File: src/rtl/aes_block_loader.sv
// aes_block_loader: gathers four 32-bit stream words into one 128-bit key or
// plaintext block. It presents the block on the AES core's shared KeyPlaintext
// bus with a one-cycle LoadKey or LoadData strobe. No new block is issued while
// a key expansion or an encryption is still in flight.
//
// Ports:
//   clk, rst            clock; asynchronous active-low reset
//   in_valid/in_ready   word stream handshake (in_word, in_is_key)
//   abort               drops a partially collected block while collecting
//   block_out           block presented to the core, updated only at issue
//   load_key/load_data  one-cycle strobes to the core
//   ct_valid            core completion of an encryption
//   busy                a block is being issued or the core is still working
//   timeout_err         sticky; set when ct_valid never arrives
//   word_cnt            number of words collected for the current block
module aes_block_loader #(
    parameter int unsigned KEY_GAP = 12,
    parameter int unsigned TIMEOUT = 64
) (
    input  logic         clk,
    input  logic         rst,
    input  logic         in_valid,
    output logic         in_ready,
    input  logic [31:0]  in_word,
    input  logic         in_is_key,
    input  logic         abort,
    output logic [127:0] block_out,
    output logic         load_key,
    output logic         load_data,
    input  logic         ct_valid,
    output logic         busy,
    output logic         timeout_err,
    output logic [1:0]   word_cnt
);

    localparam int unsigned WORD_W  = 32;
    localparam int unsigned ASM_W   = 3 * WORD_W;
    localparam int unsigned CNT_MAX = (KEY_GAP > TIMEOUT) ? KEY_GAP : TIMEOUT;
    localparam int unsigned CNT_W   = (CNT_MAX > 2) ? $clog2(CNT_MAX) : 1;

    typedef enum logic [1:0] {
        COLLECT  = 2'd0,
        ISSUE    = 2'd1,
        KEY_WAIT = 2'd2,
        CT_WAIT  = 2'd3
    } state_t;

    state_t             state_q, state_d;
    logic [CNT_W-1:0]   cnt_q, cnt_d;
    logic [ASM_W-1:0]   asm_q;
    logic               key_flag_q;
    logic               rdy_en_q;
    logic               xfer_c;
    logic               last_word_c;
    logic               timeout_hit_c;

    // rdy_en_q keeps the stream stalled while reset is asserted.
    assign in_ready      = rdy_en_q && (state_q == COLLECT) && !abort;
    assign xfer_c        = in_valid && in_ready;
    assign last_word_c   = xfer_c && (word_cnt == 2'd3);
    assign timeout_hit_c = (state_q == CT_WAIT) && !ct_valid
                           && (cnt_q == CNT_W'(TIMEOUT - 1));

    // Next-state and pacing counter.
    always_comb begin
        state_d = state_q;
        cnt_d   = cnt_q;
        case (state_q)
            COLLECT: begin
                if (last_word_c) begin
                    state_d = ISSUE;
                end
            end
            ISSUE: begin
                if (key_flag_q) begin
                    state_d = KEY_WAIT;
                    cnt_d   = CNT_W'(KEY_GAP - 1);
                end else begin
                    state_d = CT_WAIT;
                    cnt_d   = '0;
                end
            end
            KEY_WAIT: begin
                if (cnt_q == '0) begin
                    state_d = COLLECT;
                end else begin
                    cnt_d = cnt_q - CNT_W'(1);
                end
            end
            CT_WAIT: begin
                // ct_valid takes priority over a coincident timeout.
                if (ct_valid || timeout_hit_c) begin
                    state_d = COLLECT;
                end else begin
                    cnt_d = cnt_q + CNT_W'(1);
                end
            end
            default: state_d = COLLECT;
        endcase
    end

    // State register.
    always_ff @(posedge clk or negedge rst) begin
        if (!rst) begin
            state_q <= COLLECT;
            cnt_q   <= '0;
        end else begin
            state_q <= state_d;
            cnt_q   <= cnt_d;
        end
    end

    // Datapath and registered outputs.
    always_ff @(posedge clk or negedge rst) begin
        if (!rst) begin
            rdy_en_q    <= 1'b0;
            asm_q       <= '0;
            key_flag_q  <= 1'b0;
            word_cnt    <= '0;
            block_out   <= '0;
            load_key    <= 1'b0;
            load_data   <= 1'b0;
            busy        <= 1'b0;
            timeout_err <= 1'b0;
        end else begin
            rdy_en_q  <= 1'b1;
            busy      <= (state_d != COLLECT);
            // The strobe lands in the ISSUE cycle, together with the new block.
            load_key  <= last_word_c && key_flag_q;
            load_data <= last_word_c && !key_flag_q;
            if (state_q == COLLECT && abort) begin
                word_cnt <= '0;
            end else if (xfer_c) begin
                word_cnt <= word_cnt + 2'd1;
                asm_q    <= {asm_q[ASM_W-WORD_W-1:0], in_word};
                if (word_cnt == 2'd0) begin
                    key_flag_q <= in_is_key;
                end
            end
            if (last_word_c) begin
                block_out <= {asm_q, in_word};
            end
            if (timeout_hit_c) begin
                timeout_err <= 1'b1;
            end
        end
    end

endmodule

File: config.mk
export PLATFORM = sky130hd
export DESIGN_NAME = aes_block_loader
export DESIGN_NICKNAME = d
export VERILOG_FILES = /design/src/rtl/aes_block_loader.sv
export SDC_FILE = /design/constraint.sdc
export NUM_CORES = 1
export LEC_CHECK = 0
export BUFFER_PORTS_ARGS = -buffer_cell sky130_fd_sc_hd__clkbuf_2
export CORE_MARGIN = 4
export CORE_UTILIZATION = 50
export DETAILED_ROUTE_END_ITERATION = 10
export PLACE_DENSITY = 0.79
export SETUP_SLACK_MARGIN = 0.02
export SLEW_MARGIN = 20
export SYNTH_ARGS = -nofsm -noshare
export SYNTH_HDL_FRONTEND = slang
export SYNTH_SLANG_ARGS = --single-unit
File: constraint.sdc
create_clock -name clk -period 2 [get_ports clk]
set_input_delay 0.2 -clock clk [delete_from_list [all_inputs] [get_ports clk]]
set_output_delay 0.2 -clock clk [all_outputs]
set_load 0.03 [all_outputs]
# Word-level counts from Yosys, hierarchy flattened
# Cells that the tools add are included.
classes:
  mux: 11
  eq_ne: 7
  n_reduce_logical: 22
  n_bitwise: 1
  add_sub_neg: 3
op_table:
  columns: ["operator", "count"]
  rows:
  - ["case mux 6 bit (3 select lines)", 1]
  - ["two-way mux 6 bit", 2]
  - ["two-way mux 2 bit", 5]
  - ["logical AND 1 bit", 9]
  - ["case mux 2 bit (4 select lines)", 1]
  - ["adder 6 x 1 -> 6 bit, second input constant", 1]
  - ["== test 2 bit, second input constant", 3]
  - ["== test 6 bit, second input constant", 1]
  - ["zero test 6 bit", 1]
  - ["AND reduction 3 bit", 2]
  - ["subtractor 6 x 1 -> 6 bit, second input constant", 1]
  - ["zero test 2 bit", 2]
  - ["two-way mux 4 bit", 1]
  - ["inequality test 2 bit, second input constant", 2]
  - ["nonzero test 2 bit", 2]
  - ["zero test 1 bit", 3]
  - ["nonzero test 3 bit", 1]
  - ["adder 2 x 1 -> 2 bit, second input constant", 1]
  - ["== test 2 x 1 -> 1 bit, second input constant", 1]
  - ["AND reduction 2 bit", 1]
  - ["logical OR 1 bit", 1]
  - ["two-way mux 1 bit", 1]
  - ["NOT 1 bit", 1]
word_totals:
  input_bits: 38
  out_inout_bits: 135
  ff_bits: 240

# Depth between registers and ports, before layout
# Gate-level depths: netlist of run 1.
logic_depth:
  depth_word: 8
  ltp_mapped: 8
  depth_no_buf: 8

# Worst setup path after synthesis of run 1
# OpenSTA, ideal clock, no wires.
synth_path:
  path_type: "reg-to-reg"
  from: "reg state_q[0]"
  to: "reg cnt_q[5]"
  setup_time_ns: 0.082
  arrival_ns: 1.995
  path_stages_with_launch: 9
  t_required_ns: 1.918
  path_buffers: 0
  path_slack_ns: -0.077
  synth_period_minus_slack_ns: 2.077
  cell_sequence: "dfrtp_1 > and2_1 > inv_1 > ha_1 > o21ai_0 > or4b_1 > nand3_1 > a21oi_1 > o22ai_1"
synth_via:
  elab_chain_len: 6
  word_cells_on_any_way: 11
  classes_between: "eq/ne (5); mux (1); reduce/logical (5)"
synth_lines:
  columns: ["item", "line_no", "text"]
  rows:
  - ["from (decl)", "48", "state_t state_q, state_d;"]
  - ["from (signal assigned)", "108", "state_q <= state_d;"]
  - ["== test 2 bit", "61, 68", null]
  - ["logical AND 1 bit", "61", "assign timeout_hit_c = (state_q == CT_WAIT) && !ct_valid"]
  - ["logical AND 1 bit", "62", "&& (cnt_q == CNT_W'(TIMEOUT - 1));"]
  - ["logical OR 1 bit", "92", "if (ct_valid || timeout_hit_c) begin"]
  - ["inequality test 2 bit (no line)", null, null]
  - ["AND reduction 3 bit (no line)", null, null]
  - ["to (signal assigned)", "109", "cnt_q <= cnt_d;"]
  - ["to (decl)", "49", "logic [CNT_W-1:0] cnt_q, cnt_d;"]
# Several ways; a longest one is shown, not always the timed one.
# A chain may end at the register's enable or synchronous reset.

# Worst setup path in the final report of run 1
layout_path:
  from: "reg state_q[1]"
  to: "reg cnt_q[5]"
# Same word-level chain as after synthesis.

==> reports/qor.yml, run 1 <==
critical_path:
  endpoint_kind: "flop"
  crit_fanout: 7
  cp_cell_sequence: "and2_4 > inv_8 > ha_4 > a211oi_2 > or4b_1 > nand3_2 > a21oi_2 > o22ai_1"
  cp_num_buf_inv: 1
  slowest_delay_ns: 0.56
  crit_slowest_cell: "or4b_1"
  worst-path-stages: 8
  critPathTopFamily: "simple AND/OR/NAND/NOR gates"
  path_class: "reg2reg"
  rr_worst_depth: 8
  timing.rr.end: "cnt_q[5]"
  startpoint: "state_q[1]"
  worstPathArrival_ns: 2.36
  worst-r2r-setup-slack_ns: 0.08
  start_kind: "flop"
  r2r-start: "state_q[1]"
  required_ns: 2.44
power_and_ir_drop:
  irDropWorstVdd_v: 0.000763
  seqPwrFrac: 0.481
  p_clk_frac: 0.387
  power_switching_mw: 3.13
  leakage_nw: 6.20
  p_int_mw: 9.57
  switching_share: 0.246
  pwr_density_cell_mw_per_mm2: 1030
  combinationalPowerShare: 0.132
detailed_routing:
  final_antenna_net_count: 0
  firstDrtPassIters: 4
  initialDrtViolationCount: 188
  wl_per_cell_um: 17.8
  via_count: 5551
  vias_per_cell: 5.09
  drt-total-wl_um: 19500
  drc: 0
yosys:
  synth_area_leaders: "dfrtp_1 (61%), mux2_4 (15%), mux2_2 (14%)"
  synth-seq-cells: 240
  netlist.area_leader.share: 0.611
  synth_fp_nets: 612
  syn_area_mm2: 0.00983
  syn_inst: 567
  synth_warnings: 0
  yosys.area.top_type: "dfrtp_1"
  ys_types: 41
  syn_avg_cell_area_um2: 17.3
  synth-seq-area-share: 0.611
placement:
  dpl.hpwl_um: 12800
  gp_congestion: 0.861
  portBuffers: 172
  placed_cells: 1006
global_routing:
  grt_pass1_vias: 6110
  grt_first_pass_wirelength_um: 32700
  grt_max_degree: 102
  grt-ovfl-total: 0
  grt_util_all_layers: 0.179
  antenna_found_initial: 0
finish:
  antenna_cells: 0
  final_layout_size_suffix_gt1_frac: 0.593
  fin_nets: 852
  areaGrowthSynthToFinish_pct: 25.9
  final_util: 0.638
  layoutNonFillerInstCount: 1091
timing:
  slew_violations: 0
  hold_viol: 0
  fin_crit_ns: 1.92
  grt_setup_unrepaired: "false"
  period_share: 0.961
  fmax_mhz: 520
  relSlewSlack: 0.531
  fin_worst_skew_ns: 0.00940
  max_slew.worst_pin.slew_ns: 0.697
  setup_violations: 0
floorplan:
  fp.dieH_um: 148
  core_area_mm2: 0.0194
  placementRows: 51
  die_area_mm2: 0.0220
  initial_core_util: 0.507
  die_w_um: 148
  pin_count: 173
cts:
  cts.htree.levels: 1
  clockBufferDepth: 3
  clk_latency_ns: 0.51
  cts_tree: "yes"
  clkSlewWorstSetupHoldPaths_ns: 0.06
  cts_made_buffers: 25
  clock-root-buffer: "clkbuf_16"
  clock_sinks: 240
worst_hold_path:
  hp-class: "in2reg"
  hold_end: "key_flag_q"
  whs_path_depth: 3
  hold_start: "in_valid"
outcome:
  status: "finished clean"
run:
  drv_cap: 0
==> cells in the mapped netlist <==
master     number
o41ai_1         1
a21oi_1         8
mux2i_1         1
fa_1            1
conb_1          1
mux2_2        125
ha_1            6
xor2_1          1
a211o_1         1
nor2_8          1
nand2_4         1
buf_4           1
o22ai_1         2
a311oi_1        1
nand3_1         3
a21oi_2         1
mux2_4        100
nor4bb_1        1
a211oi_1        1
nand2_1         6
nand4_1         1
inv_1          10
buf_12         11
xnor2_1         2
nor4b_4         1
o211ai_1        1
buf_2           3
a21o_1          2
o221ai_2        1
nor4_1          1
o21ai_0         6
or4b_1          1
dfrtp_1       240
a22o_1          2
a21boi_0        1
nor3_1          2
buf_6          12
and2_1          1
o2bb2ai_1       1
nor2_1          4
o21bai_1        1
==> worst max-delay path by stage <==
stage and endpoint:
2_1_floorplan block_out[0], 3_3_place_gp cnt_q[5], 3_5_place_dp cnt_q[3], 4_1_cts block_out[78], 5_1_grt cnt_q[5], 6_report cnt_q[5]
==> through the flow <==
step / instance area, um2 / setup slack [ns] / hold slack, ns / TNS, ns / power, mW
after detailed placement: 11000 / -0.124 / 0.117 / -0.549 / 7.71
final: 12400 / 0.0785 / 0.0674 / 0 / 12.7
after global routing: 12400 / 0.00117 / 0.0738 / 0 / 13.3
after CTS: 12300 / 0.0411 / 0.0343 / 0 / 12.7
after global placement: 11000 / 0.0285 / 0.116 / 0 / 7.53
after floorplan: 9860 / -0.00579 / -0.0956 / -0.601 / 7.13
==> flip-flops by register name, indices dropped and copies added, names as in the netlist <==
name	count
state_q	2
asm_q	96
block_out	128
word_cnt	2
busy	1
key_flag_q	1
rdy_en_q	1
cnt_q	6
load_data	1
timeout_err	1
load_key	1
==> cells in the final DEF, fill, tap and decap left out, types with 2 or more instances in the layout <==
master,netlist,layout
buf_4,1,23
clkinv_2,0,5
o21ai_0,6,5
nand3_1,3,2
clkbuf_8,0,6
a22o_1,2,2
inv_1,10,9
buf_12,11,9
clkbuf_16,0,25
bufinv_16,0,4
inv_6,0,2
nor3_1,2,2
o22ai_1,2,2
mux2_2,125,120
nand2_1,6,6
clkbuf_1,0,3
dfrtp_1,240,239
ha_4,0,3
clkbuf_2,0,171
dlygate4sd3_1,0,36
nor2_1,4,4
a21oi_1,8,6
a21o_1,2,2
a21oi_2,1,3
xnor2_1,2,2
ha_1,6,3
mux2_4,100,105
==> cell families (layout without fill, tap and decap cells) <==
logic type	after synthesis	after routing	synth area share
mux	226	226	0.297
xor+xnor	3	3	0.00267
compound gates	30	30	0.0208
buf+inv	37	296	0.0423
flops	240	240	0.611
fa+ha+maj	7	7	0.00968
other cells	1	1	0.000382
simple gates	23	23	0.0159
==> tightest hold or removal path, delay by kind of cell <==
family                 cells  cell delay (ns)
buffers and inverters      1             0.12
muxes                      1             0.14
and+or+nand+nor            1             0.08
==> area by class of cell <==
class | instances | area, um2
Fill cell | 1377 | 7030
Tap cell | 265 | 332
Multi-Input combinational cell | 290 | 3510
Sequential cell | 240 | 6010
Clock buffer | 34 | 719
Inverter | 10 | 45.0
Timing Repair Buffer | 240 | 1580
Clock inverter | 12 | 170
==> per-layer routing <==
metal  track usage  share of wire
met1         0.241           0.43
met2         0.297           0.49
met3        0.0420          0.060
met4        0.0476          0.022
met5             0              0
==> power by group through the flow <==
stage	Sequential (mW)	Clock, mW	Combinational [mW]
after CTS	6.11	5.03	1.60
final	6.11	4.91	1.68
after floorplan	6.09	0	1.04
after global routing	6.21	5.28	1.84
after global placement	6.11	0	1.42
after detailed placement	6.19	0	1.52
==> timing repair <==
item / CTS / global route
hold endpoints to repair: 298 / 0
buffers inserted: 0 / 3
pin swaps: 0 / 8
setup endpoints to repair: 7 / 43
resized for setup: 6 / 9
hold buffers: 36 / 0
(Power assumes the default switching activity.)
==> inputs of run 2 (changes only) <==
--- a/config.mk
+++ b/config.mk
@@ -6,8 +6,10 @@
 export NUM_CORES = 1
 export LEC_CHECK = 0
 export BUFFER_PORTS_ARGS = -buffer_cell sky130_fd_sc_hd__clkbuf_2
-export CORE_MARGIN = 4
-export CORE_UTILIZATION = 50
+export CELL_PAD_IN_SITES_DETAIL_PLACEMENT = 2
+export CELL_PAD_IN_SITES_GLOBAL_PLACEMENT = 2
+export CORE_MARGIN = 5
+export CORE_UTILIZATION = 36
 export DETAILED_ROUTE_END_ITERATION = 10
 export PLACE_DENSITY = 0.79
 export SETUP_SLACK_MARGIN = 0.02
==> run 2 against run 1 <==
  * Non-clock buffer count up 9
  * Via count up 1.0%
  * Count of clock-buffer cells in the layout up 2
  * Power up 2.6%
  * Clock power up 5.7%
  * Sequential power about the same
  * First-iteration DRC count down 20%
  * Clock skew up 0.0061 ns
  * Largest power group unchanged
  * Global-route usage down 3.0 points
==> reports/qor.yml, run 2 (same netlist as run 1, synthesis figures left out) <==
detailed_routing:
  firstDrtPassIters: 4  # unchanged
  final_antenna_net_count: 0  # unchanged
  drc: 0  # unchanged
  vias_per_cell: 4.75  # -6.6%
  initialDrtViolationCount: 151  # -20%
  via_count: 5608  # +1.0%
  wl_per_cell_um: 19.6  # +10%
  drt-total-wl_um: 23200  # +19%
finish:
  final_common_cell: "dfrtp_1"
  areaGrowthSynthToFinish_pct: 28.5
  layout_common_cells: "dfrtp_1 (239), clkbuf_2 (170), mux2_2 (120), mux2_4 (105), dlygate4sd3_1 (36)"
  final_layout_size_suffix_gt1_frac: 0.598  # +0.00511
  top_regs: "block_out x128, asm_q x96, cnt_q x6"
  fin_nets: 863  # +1.3%
  regMostFlops: "block_out"
  final_area_mm2: 0.0126  # +2.1%
  largest_reg_flops: 128  # unchanged
  final_util: 0.468  # -0.169
  antenna_cells: 0  # unchanged
  layoutNonFillerInstCount: 1180  # +8.2%
floorplan:
  core_area_mm2: 0.0270  # +39%
  initial_core_util: 0.365  # -0.142
  fp.dieH_um: 175  # +18%
  die_w_um: 175  # +18%
  pin_count: 173  # unchanged
  die_area_mm2: 0.0307  # +40%
  placementRows: 60  # +18%
run:
  drv_cap: 0  # unchanged
global_routing:
  grt_max_degree: 75  # -26%
  antenna_found_initial: 0  # unchanged
  grt_util_all_layers: 0.149  # -0.0303
  grt_first_pass_wirelength_um: 37400  # +14%
  grt-ovfl-total: 0  # unchanged
  grt_pass1_vias: 6502  # +6.4%
critical_path:
  start_kind: "flop"
  endpoint_kind: "flop"
  crit_slowest_cell: "dfrtp_2"
  path_class: "reg2reg"
  worstPathArrival_ns: 2.32  # -0.04 ns
  required_ns: 2.40  # -0.04 ns
  cp_cell_sequence: "nor4b_4 > nand2_4 > nor2_8 > buf_12 > buf_16 > mux2_2"
  critPathTopFamily: "simple AND/OR/NAND/NOR gates"
  cp_num_buf_inv: 2  # +1
  worst-r2r-setup-slack_ns: 0.07  # about the same
  slowest_delay_ns: 0.43  # -0.13 ns
  crit_fanout: 16  # +9
cts:
  cts_tree: "yes"
  clockBufferDepth: 3  # unchanged
  cts_made_buffers: 27  # +8.0%
  clock-root-buffer: "clkbuf_16"
  cts.htree.levels: 1  # unchanged
  clkSlewWorstSetupHoldPaths_ns: 0.06  # about the same
  clk_latency_ns: 0.53  # +0.02 ns
  clock_sinks: 240  # unchanged
timing:
  setup_ws_ns: 0.0748  # -0.00375 ns
  hold_viol: 0  # unchanged
  max_slew.worst_pin.slew_ns: 0.518  # -0.178 ns
  fin_crit_ns: 1.93  # +0.00375 ns
  slew_violations: 0  # unchanged
  grt_setup_unrepaired: "true"
  fin_tns_setup_ns: 0  # unchanged
  relSlewSlack: 0.651  # +0.120
  holdWs_ns: 0.0700  # +0.00259 ns
  setup_violations: 0  # unchanged
  fin_worst_skew_ns: 0.0155  # +0.00614 ns
  fmax_mhz: 519  # -0.19%
  period_share: 0.963  # +0.00187
outcome:
  status: "finished clean"
placement:
  dpl_cell_area_mm2: 0.0112  # +1.5%
  dp_slack_ns: -0.00905  # +0.114 ns
  portBuffers: 172  # unchanged
  placed_cells: 1085  # +7.9%
  dpl.hpwl_um: 15400  # +20%
  gp_congestion: 0.735  # -15%
power_and_ir_drop:
  leakage_nw: 6.29  # +1.5%
  pwr_density_cell_mw_per_mm2: 1030  # +0.48%
  irDropWorstVdd_v: 0.000556  # -27%
  power_mw: 13.0  # +2.6%
worst_hold_path:
  hp-class: "in2reg"
-- run 2: cell count changes in the layout (fill, tap and decap cells not counted), moves of 2 or more --
cell / previous run / this run
buf_12: 9 / 12
clkinv_2: 5 / 8
buf_4: 23 / 28
clkbuf_16: 25 / 27
-- run 2: metal layers --
metal  GRT usage  share of wire  wire length (um)  vias up
met5           0              0                 0        -
met4      0.0311          0.016               361        0
met3      0.0409          0.061              1410       31
met2       0.264           0.52             12000      132
met1       0.183           0.41              9390     2927
li1            -              -                 -     2518
-- run 2: timing repair --
item | in CTS | in global routing
pin swaps | 3 | 5
cloned | 0 | 0
endpoints found under the setup margin | 2 | 106
buffers inserted | 1 | 8
endpoints found under the hold margin | 168 | 0
hold buffers | 36 | 0
gates resized for setup | 2 | 11
-- run 2: worst reg2reg max path, stage by stage, from the launching register on --
cell	delay, ns
dfrtp_2	0.43
nor4b_4	0.40
nand2_4	0.12
nor2_8	0.16
buf_12	0.17
buf_16	0.18
mux2_2	0.35
-- run 2: final timing paths --
path / startpoint / end / depth (start not counted)
worst min register to register: timeout_err / timeout_err / 2
max in group asynchronous: rst / word_cnt[0] / 3
min in group asynchronous: rst / block_out[119] / 2
worst max register to register: state_q[0] / block_out[82] / 6
worst max-delay path: state_q[0] / block_out[82] / 6
worst min-delay path: in_valid / key_flag_q / 3
-- run 2: cell type report --
class | instances | area (um2)
Clock buffer | 36 | 769
Clock inverter | 14 | 178
Fill cell | 2558 | 14300
Inverter | 10 | 42.5
Multi-Input combinational cell | 290 | 3490
Sequential cell | 240 | 6010
Tap cell | 341 | 427
Timing Repair Buffer | 249 | 1710
-- run 2: report_power, final --
part / switching, mW / leakage (nW) / internal (mW)
combinational: 0.745 / 2.67 / 0.972
clock: 1.98 / 0.476 / 3.21
sequential: 0.537 / 3.14 / 5.58
